**src/rtl/pipelined_adder_pkg.sv**
```systemverilog
// Shared definitions for the pipelined adder: operation modes
// and the stage-count helper.
package pipelined_adder_pkg;

  localparam logic MODE_ADD = 1'b0;
  localparam logic MODE_SUB = 1'b1;

  function automatic int ceil_div(input int n, input int d);
    return (n + d - 1) / d;
  endfunction

endpackage

```
**src/rtl/adder_slice.sv**
```systemverilog
// One combinational adder slice: s = a + b + ci, carry out on co.
// Ports: a, b (W bits), ci in; s (W bits), co out.
module adder_slice #(
  parameter int W = 8
) (
  input  logic [W-1:0] a,
  input  logic [W-1:0] b,
  input  logic         ci,
  output logic [W-1:0] s,
  output logic         co
);

  logic [W:0] t;

  assign t = {1'b0, a} + {1'b0, b} + {{W{1'b0}}, ci};
  assign {co, s} = t;

endmodule

```
**src/rtl/pipelined_adder.sv**
```systemverilog
// WIDTH-bit add/sub split into CHUNK-bit slices, one per stage.
// Ports: clk, rst_n, in_valid/in_ready, a, b, sub; out_valid/out_ready, sum, ovf.
module pipelined_adder
  import pipelined_adder_pkg::*;
#(
  parameter int WIDTH = 32,
  parameter int CHUNK = 8
) (
  input  logic             clk,
  input  logic             rst_n,
  input  logic             in_valid,
  output logic             in_ready,
  input  logic [WIDTH-1:0] a,
  input  logic [WIDTH-1:0] b,
  input  logic             sub,
  output logic             out_valid,
  input  logic             out_ready,
  output logic [WIDTH:0]   sum,
  output logic             ovf
);

  localparam int STAGES = ceil_div(WIDTH, CHUNK);
  localparam int L      = STAGES - 1;

  logic             stall;
  logic [WIDTH-1:0] bp;

  logic             v_q [STAGES];
  logic             c_q [STAGES];
  logic             s_q [STAGES];
  logic [WIDTH-1:0] a_q [STAGES];
  logic [WIDTH-1:0] b_q [STAGES];
  logic [WIDTH-1:0] r_q [STAGES];

  logic             v_nx [STAGES];
  logic             c_nx [STAGES];
  logic             s_nx [STAGES];
  logic [WIDTH-1:0] a_nx [STAGES];
  logic [WIDTH-1:0] b_nx [STAGES];
  logic [WIDTH-1:0] r_nx [STAGES];

  assign bp = (sub == MODE_ADD) ? b : ~b;

  assign out_valid = v_q[L];
  assign stall     = out_valid && !out_ready;
  assign in_ready  = !stall;

  for (genvar k = 0; k < STAGES; k++) begin : g_stage
    localparam int LO = k * CHUNK;
    localparam int SW = (k == L) ? WIDTH - LO : CHUNK;

    logic [WIDTH-1:0] a_in;
    logic [WIDTH-1:0] b_in;
    logic [WIDTH-1:0] r_in;
    logic [WIDTH-1:0] r_new;
    logic             c_in;
    logic             s_in;
    logic             v_in;
    logic [SW-1:0]    s_sl;
    logic             c_sl;

    if (k == 0) begin : g_head
      // sub doubles as the +1 of the two's-complement negate
      assign a_in = a;
      assign b_in = bp;
      assign r_in = '0;
      assign c_in = sub;
      assign s_in = sub;
      assign v_in = in_valid;
    end else begin : g_body
      assign a_in = a_q[k-1];
      assign b_in = b_q[k-1];
      assign r_in = r_q[k-1];
      assign c_in = c_q[k-1];
      assign s_in = s_q[k-1];
      assign v_in = v_q[k-1];
    end

    adder_slice #(
      .W (SW)
    ) u_slice (
      .a  (a_in[LO +: SW]),
      .b  (b_in[LO +: SW]),
      .ci (c_in),
      .s  (s_sl),
      .co (c_sl)
    );

    always_comb begin
      r_new = r_in;
      r_new[LO +: SW] = s_sl;
    end

    assign v_nx[k] = v_in;
    assign c_nx[k] = c_sl;
    assign s_nx[k] = s_in;
    assign a_nx[k] = a_in;
    assign b_nx[k] = b_in;
    assign r_nx[k] = r_new;
  end

  always_ff @(posedge clk or negedge rst_n) begin
    if (!rst_n) begin
      for (int i = 0; i < STAGES; i++) begin
        v_q[i] <= 1'b0;
        c_q[i] <= 1'b0;
        s_q[i] <= 1'b0;
        a_q[i] <= '0;
        b_q[i] <= '0;
        r_q[i] <= '0;
      end
    end else if (!stall) begin
      for (int i = 0; i < STAGES; i++) begin
        v_q[i] <= v_nx[i];
        c_q[i] <= c_nx[i];
        s_q[i] <= s_nx[i];
        a_q[i] <= a_nx[i];
        b_q[i] <= b_nx[i];
        r_q[i] <= r_nx[i];
      end
    end
  end

  // for sub the top bit reports borrow, the inverse of the carry
  assign sum = {c_q[L] ^ (s_q[L] == MODE_SUB), r_q[L]};

  assign ovf = (a_q[L][WIDTH-1] == b_q[L][WIDTH-1])
            && (r_q[L][WIDTH-1] != a_q[L][WIDTH-1]);

endmodule

```
**config.mk**
```make
export PLATFORM = sky130hd
export DESIGN_NAME = pipelined_adder
export DESIGN_NICKNAME = d
export VERILOG_FILES = /design/src/rtl/pipelined_adder_pkg.sv /design/src/rtl/adder_slice.sv /design/src/rtl/pipelined_adder.sv
export SDC_FILE = /design/constraint.sdc
export NUM_CORES = 1
export LEC_CHECK = 0
export BUFFER_PORTS_ARGS = -buffer_cell sky130_fd_sc_hd__buf_2
export CAP_MARGIN = 0
export CORE_AREA = 2 2 124 126
export CTS_CLUSTER_DIAMETER = 30
export DETAILED_ROUTE_END_ITERATION = 6
export DIE_AREA = 0 0 126 128
export PLACE_DENSITY_LB_ADDON = 0.12
export SLEW_MARGIN = 0
export SYNTH_ARGS = -nofsm -noshare
export SYNTH_HDL_FRONTEND = slang
export SYNTH_SLANG_ARGS = --single-unit
```
**constraint.sdc**
```tcl
create_clock -name clk -period 2.99 [get_ports clk]
set_input_delay 0.598 -clock clk [delete_from_list [all_inputs] [get_ports clk]]
set_output_delay 0.598 -clock clk [all_outputs]
set_load 0.005 [all_outputs]
```
== After elaboration in Yosys (flattened, before gate mapping) ==
Index checks and enable logic that the tools add are counted.
Storage, ports and cells
  register bits after elaboration: 348
  latch bits: 0
  memory bits (writable): 0
  ROM bits: 0
  logic and storage cells: 41
  memories: 0
Operators by class
  add/sub/neg operators: 8
  multiply operators: 0
  divide/modulo/power cells: 0
  order comparisons: 0
  equality and inequality tests: 2
  shifts and indexed selects: 0
  muxes and demuxes: 1
  bitwise operators: 2
  reductions and logical operators: 4
Operator list (number)
  adder 8 x 8 -> 9 bit: 4
  adder 9 x 1 -> 9 bit: 4
  2-to-1 mux 32 bit: 1
  NOT 32 bit: 1
  logical AND 1 bit: 2
  logical NOT 1 bit: 2
  equality test 1 bit: 1
  inequality test 1 bit: 1
  XOR 1 bit: 1

== Logic depth before layout (Yosys ltp) ==
Gate-level depths: netlist of the first run.
  depth in word-level cells: 4
  depth in mapped cells: 9

== Hierarchy ==
A second synthesis of the first run with hierarchy kept.
Unflattened totals
  cells, all modules: 604
  area total of the unflattened synthesis: 8787.2 um^2
Modules (own cells, without submodules)
  pipelined_adder: instances 1, cells each 442, area each 7460.9 um^2, sequential area each 4754.6 um^2
  adder_slice (g_stage[0].u_slice ...): instances 3, cells each 40, area each 331.6 um^2, sequential area each 0.0 um^2
  adder_slice (g_stage[2].u_slice): instances 1, cells each 42, area each 331.6 um^2, sequential area each 0.0 um^2

== Least setup slack after synthesis of the first run ==
Ideal clock, no wire load.
  kind: input to register
  from: input sub
  to: register r_q, in the netlist g_stage[1].r_in[5]
  arrival: 2.474 ns
  slack: 0.420 ns
  cell stages on the path: 9
  buffers on the path: 2
  cells stage by stage: buf_6 buf_2 xor2_1 ha_1 and3_1 a221o_1 o21a_1 o21a_1 o31ai_1
On the way
  word-level cells in the longest chain between the ends: 3
RTL lines
  start: declaration: RTL line pipelined_adder.sv:15  | input logic sub,
  2-to-1 mux 32 bit: RTL line pipelined_adder.sv:42  | assign bp = (sub == MODE_ADD) ? b : ~b;
  adder 8 x 8 -> 9 bit: RTL line adder_slice.sv:15  | assign t = {1'b0, a} + {1'b0, b} + {{W{1'b0}}, ci};
  adder 9 x 1 -> 9 bit (*): RTL line adder_slice.sv:15
  end signal: indexed assignment: RTL line pipelined_adder.sv:119  | r_q[i] <= r_nx[i];
  end: declaration: RTL line pipelined_adder.sv:33  | logic [WIDTH-1:0] r_q [STAGES];
Every way passes the cells marked *; elsewhere a longest branch is shown, timed or not.
A chain may end at the register's enable or synchronous reset.

== Worst setup path in the final report of the first run ==
  from: register a_q, in the netlist g_stage[1].a_in[8]
  to: register r_q, in the netlist g_stage[2].r_in[14]
On the way
  word-level cells in the longest chain between the ends: 2
RTL lines
  start: declaration: RTL line pipelined_adder.sv:31  | logic [WIDTH-1:0] a_q [STAGES];
  start signal: indexed assignment: RTL line pipelined_adder.sv:117  | a_q[i] <= a_nx[i];
  adder 8 x 8 -> 9 bit: RTL line adder_slice.sv:15
  adder 9 x 1 -> 9 bit: RTL line adder_slice.sv:15
Every way passes these cells.

==> metrics.txt, run 1 <==
status=complete, no violations; # clock sinks=190; EDFF count, synth=0; I/O Pins=105; Reg clk slew, reported paths=about 0.070 ns; final setup fails=0; post-route ant nets=0; Routed WL per cell=roughly 13 um; Avg Synthesized Cell Area=around 9.1 um^2; post_cts resized=0; Synth Warn #=0; initial core utilization=between 50% and 60%; post-synthesis cell type count=36; Synth Register Bits=190; Clock Tree Buf Depth=2; vias in the first global route=a little under 6,000; VDD IR-drop max=0.526 mV; Async SR Flop Fraction=100%; R2R setup slack=approximately 0.7 ns; CP required=roughly 3.3 ns; row cnt=between 40 and 50; setup TNS=0 ns; Max Slew Vio Count=0; Fmax=roughly 440 MHz; worst slew pin tran=~0.54 ns; via count=~6,200; Worst setup EP type=flop; Synth Instances=938; DP HPWL=roughly 11,000 um; total wire length=between 15,000 and 20,000 um; Final Total Pwr=between 10 and 15 mW; GPL Wtd Cong=~0.84; crit path launch type=flop; clk_lat worst skew=between 0.4 and 0.5 ns; largest net degree at the start of global routing=about 120; CTS tree=done; Relative slew margins=a little under two thirds; setup bufs post-CTS=0; DR pass1 iterations=5; register area=4750 um^2; Hold WS=approximately 0.16 ns; Final Hold Viols=0; Final period util=about three quarters; area of the multi-input gates=between 3000 and 4000 um^2; Finished Layout Cells=between 1,000 and 1,500; Vias per Instance=roughly 5; placed inst area=slightly above 9000 um^2; H-tree depth=4; Num CTS Buffers=17; # port buffers=around 100; Post-route DRC=0; # diodes=0; GRT Util Overall=a little over a fifth; fin crit period=~2.3 ns; initial antenna violation count=0; Remaining Overflow, GRT=0; Hold Buf Count CTS=0; crit path DAT=roughly 2.6 ns; Synthesized Nets=1,042; Critical Path Fanout Max=3; drt initial violations=420; Die W=between 100 and 150 um; die area=~16,000 um^2; commonest non-fill, non-tap cell in the layout=nand2_1; P per Cell Area=1060 nW/um^2; Max Cap Viol=0; most frequent cells in the layout=nand2_1 (451), dfrtp_1 (190), buf_2 (103), o21ai_1 (50), xnor2_1 (30); sequential share of the synthesized area=between 50% and 60%; RSZ-0062 raised after global routing=no; utilization after layout=66.1%; area grow syn2layout=15.7%; cell total after placement=around 1,200; fillcell total=approximately 1,300; clk root buf=clkbuf_16; clk_skew=0.00844 ns; leak pwr=5.05 nW; Hold Crit Class=in -> async; # nets final=between 1,000 and 1,500; Synth Flop Type=dfrtp_1; Core Region=14,900 um^2; pre-CTS setup slack=0.425 ns; area of all placed cells without fillers=9820 um^2; Die H=roughly 130 um; CP Class=reg -> reg; synthesized area=roughly 8500 um^2; first-pass GRT wire length=28,000 um; layout cell share with drive strength beyond 1=about 14%; slack of the critical path=about 0.70 ns
kinds of logic after synthesis:
family / share of synthesized area [%]
AOI/OAI and AO/OA: 8.50
xor gates and xnor gates: 4.74
adders and majority gates: 5.78
buffers and inverters: 2.61
DFF: 56.0
muxes: 0.177
and+or+nand+nor: 22.2
report_power, final:
group / internal, mW / switching [mW] / total (mW)
sequential: 3.72 / 0.657 / 4.38
clock: 1.42 / 0.937 / 2.35
combinational: 1.57 / 2.14 / 3.71
final cells by class:
type / count / area share (%)
tap: 188 / 2.40
sequential: 190 / 48.4
timing repair buffer: 114 / 6.66
inverter: 10 / 0.408
clock buffer: 21 / 4.59
clock inverter: 10 / 1.67
multi-input combinational: 692 / 35.9
worst paths after layout:
check / startpoint / endpoint / depth (start not counted)
max: g_stage[1].a_in[8] / g_stage[2].r_in[14] / 7
min: rst_n / sum[24] / 1
max reg2reg: g_stage[1].a_in[8] / g_stage[2].r_in[14] / 7
min reg2reg: sum[7] / sum[7] / 2
max in group asynchronous: rst_n / g_stage[2].r_in[11] / 2
min in group clk: in_valid / g_stage[1].v_in / 3
cell usage after synthesis, types with 2 or more instances:
| cell | count | area (um^2) |
|---|---|---|
| a21oi_1 | 20 | 100 |
| nand2b_1 | 2 | 12.5 |
| a221oi_1 | 2 | 17.5 |
| buf_2 | 3 | 15.0 |
| nor3b_1 | 4 | 30.0 |
| dfrtp_1 | 190 | 4750 |
| a211oi_1 | 10 | 75.1 |
| o211ai_1 | 2 | 15.0 |
| o21a_1 | 8 | 60.1 |
| ha_1 | 28 | 350 |
| clkbuf_1 | 36 | 135 |
| xor2_1 | 16 | 140 |
| nand3_1 | 2 | 10.0 |
| o21ai_0 | 10 | 50.1 |
| buf_1 | 6 | 22.5 |
| inv_1 | 9 | 33.8 |
| fa_1 | 7 | 140 |
| a31oi_1 | 3 | 18.8 |
| o31a_1 | 3 | 26.3 |
| and3_1 | 2 | 12.5 |
| nor2_1 | 17 | 63.8 |
| o31ai_1 | 4 | 30.0 |
| nor2b_1 | 2 | 12.5 |
| nor3_1 | 4 | 20.0 |
| o21ai_1 | 50 | 250 |
| or4_1 | 2 | 15.0 |
| nand3b_1 | 2 | 15.0 |
| xnor2_1 | 30 | 263 |
| a21o_1 | 7 | 52.6 |
| nand2_1 | 451 | 1690 |
registers in the layout, summed over array words and instances, names as in the netlist:
| signal | cells |
|---|---|
| g_stage.r_in | 48 |
| g_stage.c_in | 3 |
| sum | 32 |
| a_q | 1 |
| b_q | 1 |
| g_stage.b_in | 48 |
| c_q | 1 |
| g_stage.v_in | 3 |
| out_valid | 1 |
| s_q | 1 |
| g_stage.s_in | 3 |
| g_stage.a_in | 48 |
layer usage:
metal / global-route usage [%] / vias to the layer above / share of wire [%] / routed length [um]
met2: 31.9 / 124 / 44 / 7150
met5: 0 / - / 0 / 0
met3: 4.38 / 11 / 4.1 / 660
met1: 32.3 / 2920 / 51 / 8230
met4: 5.88 / 0 / 0.84 / 136
li1: - / 3174 / - / -
worst max-delay path: stages (launching register included):
cell and delay [ns]:
dfrtp_1 0.41, fa_1 0.50, fa_1 0.44, a21oi_1 0.24
o211ai_1 0.13, a21oi_1 0.23, xor2_1 0.16, o21ai_1 0.06
(Power assumes the default switching activity.)
==> run 2, diff against run 1 <==
--- a/config.mk
+++ b/config.mk
@@ -5,12 +5,13 @@
 export SDC_FILE = /design/constraint.sdc
 export NUM_CORES = 1
 export LEC_CHECK = 0
+export ABC_AREA = 1
 export BUFFER_PORTS_ARGS = -buffer_cell sky130_fd_sc_hd__buf_2
 export CAP_MARGIN = 0
-export CORE_AREA = 2 2 124 126
+export CORE_AREA = 2 2 132 134
 export CTS_CLUSTER_DIAMETER = 30
 export DETAILED_ROUTE_END_ITERATION = 6
-export DIE_AREA = 0 0 126 128
+export DIE_AREA = 0 0 134 136
 export PLACE_DENSITY_LB_ADDON = 0.12
 export SLEW_MARGIN = 0
 export SYNTH_ARGS = -nofsm -noshare
==> constraint.sdc (replaced) <==
create_clock -name clk -period 2.1 [get_ports clk]
set_input_delay 0.42 -clock clk [delete_from_list [all_inputs] [get_ports clk]]
set_output_delay 0.42 -clock clk [all_outputs]
set_load 0.005 [all_outputs]
==> run 2 against run 1 <==
- clock skew is 0.0040 ns lower
- cell area increased by 1.2%
- critical path depth down 3
- die area grew 13%
- largest cell class unchanged
==> metrics.txt, run 2 <==
R2R setup slack=0.21 ns (-0.49 ns); Comb power frac=36.5% (+1.0 points); Post-Route M1 WL=8420 um (+2.2%); Hold Path Sink=g_stage[1].a_in[26]; layout cell share with drive strength beyond 1=14.3% (+0.29 points); Final Hold Viols=0 (unchanged); Synthesized Nets=1,078 (+3.5%); crit path launch type=flop; fin crit period=1.92 ns; Synth Area in Adders=5.62% (-0.15 points); total internal power=9.20 mW (+37%); worst slew pin tran=0.618 ns (+0.0746 ns); clk root buf=clkbuf_16; leak pwr=5.14 nW (+1.9%); initial core utilization=51.7% (-5.4 points); clk_lat worst skew=0.42 ns (about the same); Synth Area in Compound Gates=8.13% (-0.37 points); Num CTS Buffers=17 (unchanged); switching pwr=5.35 mW (+43%); worst r2r src=g_stage[3].a_in[24]; most frequent cell after synthesis=nand2_1; switch share=36.8% (+1.0 points); post-route ant nets=0 (unchanged); # diodes=0 (unchanged); DR pass1 iterations=4 (-1); initial antenna violation count=0 (unchanged); Clock Tree Buf Depth=2 (unchanged); sequential share of power=42.2% (+0.3 points); Fmax=520 MHz; CTS tree=done; setup TNS=0 ns (unchanged); VDD IR-drop max=0.707 mV (+34%); hold_sp=a[26]; synth top area cells=dfrtp_1 (54%), nand2_1 (17%), o21ai_0 (4.7%), ha_1 (4.0%), xnor2_1 (3.2%); # clock sinks=190 (unchanged); commonest non-fill, non-tap cell in the layout=nand2_1; Worst Path Buf+Inv=3 (+3); # nets final=1,172 (+3.8%); EDFF count, synth=0 (unchanged); Hold Crit Class=in -> reg; Worst path max stage delay=0.37 ns (-0.13 ns); DR top layer=met4; Die H=136 um (+6.3%); Remaining Overflow, GRT=0 (unchanged); I/O Pins=105 (unchanged); post-synthesis cell type count=24 (-33%); CP required=1.68 ns (-1.60 ns); synthesized area=8720 um^2 (+2.8%); crit path DAT=1.50 ns (-1.09 ns); largest net degree at the start of global routing=82 (-34%); # port buffers=104 (unchanged); CP Class=reg -> out; worst-path cell chain=inv_1, nor2_4, inv_4, buf_2; most frequent cells in the layout=nand2_1 (406), dfrtp_1 (190), buf_2 (103), o21ai_0 (82), inv_1 (63); Yosys top cell area share=54.5% (-1.5 points); critical path's top delay family=buffers and inverters; post_cts resized=0 (unchanged); via count=6,294 (+1.0%); P per Cell Area=1460 nW/um^2 (+38%); H-tree depth=4 (unchanged); Reg clk slew, reported paths=0.07 ns (about the same); first-pass GRT wire length=29,100 um (+4.0%); die area=18,200 um^2 (+13%); Max Slew Vio Count=0 (unchanged); mux cell area share after synthesis=0% (-0.18 points); clk_skew=0.00444 ns (-0.00400 ns); DP HPWL=11,500 um (+7.3%); Critical Path Fanout Max=45 (+42); total wire length=17,000 um (+4.8%); Post-route DRC=0 (unchanged); drt initial violations=344 (-18%); Die W=134 um (+6.3%); Core Region=16,900 um^2 (+14%); GPL Wtd Cong=0.857 (+1.8%); Relative slew margins=58.8% (-5.0 points); met3 wire length=429 um (-35%); Worst setup EP type=primary output; Avg Synthesized Cell Area=8.96 um^2 (-1.0%); Synth Instances=974 (+3.8%); sequential share of the synthesized area=54.5% (-1.5 points); final setup fails=0 (unchanged); Routed WL per cell=13.0 um (-1.5%); Max Cap Viol=0 (unchanged); RSZ-0062 raised after global routing=no; vias in the first global route=5,964 (+2.7%); row cnt=48 (+6.7%); met2 WL=7900 um (+10%); largest family of logic cells by synthesized area=simple AND/OR/NAND/NOR gates; Post-Synth Simple-Gate Area=20.8% (-1.4 points); Synth Flop Type=dfrtp_1; status=complete, no violations; hold path depth=3; post-synth top area cell=dfrtp_1; GRT Util Overall=20.1% (-1.3 points); reg2reg end=sum[30]; Synth Warn #=0 (unchanged); reg2reg path depth=8 (+1); Finished Layout Cells=1,304 (+6.4%); cell total after placement=1,273 (+6.6%); Vias per Instance=4.83 (-5.1%); CP max-delay cell=dfrtp_1; Async SR Flop Fraction=100% (unchanged); Clock power frac=21.3% (-1.3 points); Commonest cells post-synth=nand2_1 (406), dfrtp_1 (190), o21ai_0 (82); Final period util=roughly 90%; Synth Register Bits=190 (unchanged); xor and xnor area share after synthesis=4.12% (-0.63 points); area grow syn2layout=13.9%
run 2: through the flow:
stage | instance area [um^2] | util, % | power, mW | hold slack (ns) | setup slack (ns)
after floorplan | 8720 | - | 10.0 | 0.124 | 0.185
after global placement | 9370 | 55.5 | 11.4 | 0.440 | 0.183
after detailed placement | 9370 | 55.5 | 11.5 | 0.435 | 0.131
after CTS | 9940 | 58.9 | 14.7 | 0.175 | 0.137
after global routing | 9940 | 58.9 | 15.9 | 0.174 | 0.0608
final | 9940 | 58.9 | 14.5 | 0.186 | 0.175
run 2: routing by layer:
layer,vias to the layer above,GRT usage [%]
met1,2947,28.5
li1,3244,-
met4,0,5.91
met3,21,4.03
met5,-,0
met2,82,31.6
run 2: repair_timing:
action | in CTS | in global routing
hold buffers | 1 | 0
buffers inserted | 0 | 0
endpoints found under the hold margin | 24 | 0
run 2: worst max path at each step:
stage                    from                  to  slack [ns]  cells after the start
detailed placement        sub  g_stage[1].r_in[6]        0.13                     10
finish              out_valid            in_ready        0.18                      4
CTS                 out_valid            in_ready        0.14                      4
global placement          sub  g_stage[1].r_in[6]        0.18                     10
floorplan                 sub  g_stage[1].r_in[6]        0.18                     11
global route        out_valid            in_ready        0.06                      4
run 2: kinds of logic (layout without fill, tap and decap cells):
logic type / Yosys count / after routing
fa+ha+maj: 35 / 35
buf+inv: 109 / 214
flops: 190 / 190
xor+xnor: 41 / 41
simple gates: 464 / 464
compound gates: 135 / 135
run 2: worst min-delay path, delay by kind of cell:
kind          cells  cell delay, ns
simple gates      2            0.08
buf+inv           1            0.07
run 2: area by class of cell:
cell class | count | area, um^2
clock inverter | 9 | 114
timing repair buffer | 120 | 727
tap | 225 | 282
fill | 1510 | 6940
multi-input combinational | 675 | 3370
inverter | 64 | 243
sequential | 190 | 4750
clock buffer | 21 | 450
run 2: power by group through the flow:
stage / Clock, mW / Combinational (mW) / Sequential [mW]
finish: 3.10 / 5.31 / 6.13
global placement: 0 / 5.21 / 6.15
global route: 3.34 / 6.18 / 6.33
floorplan: 0 / 4.01 / 6.02
CTS: 3.16 / 5.39 / 6.14
detailed placement: 0 / 5.33 / 6.19
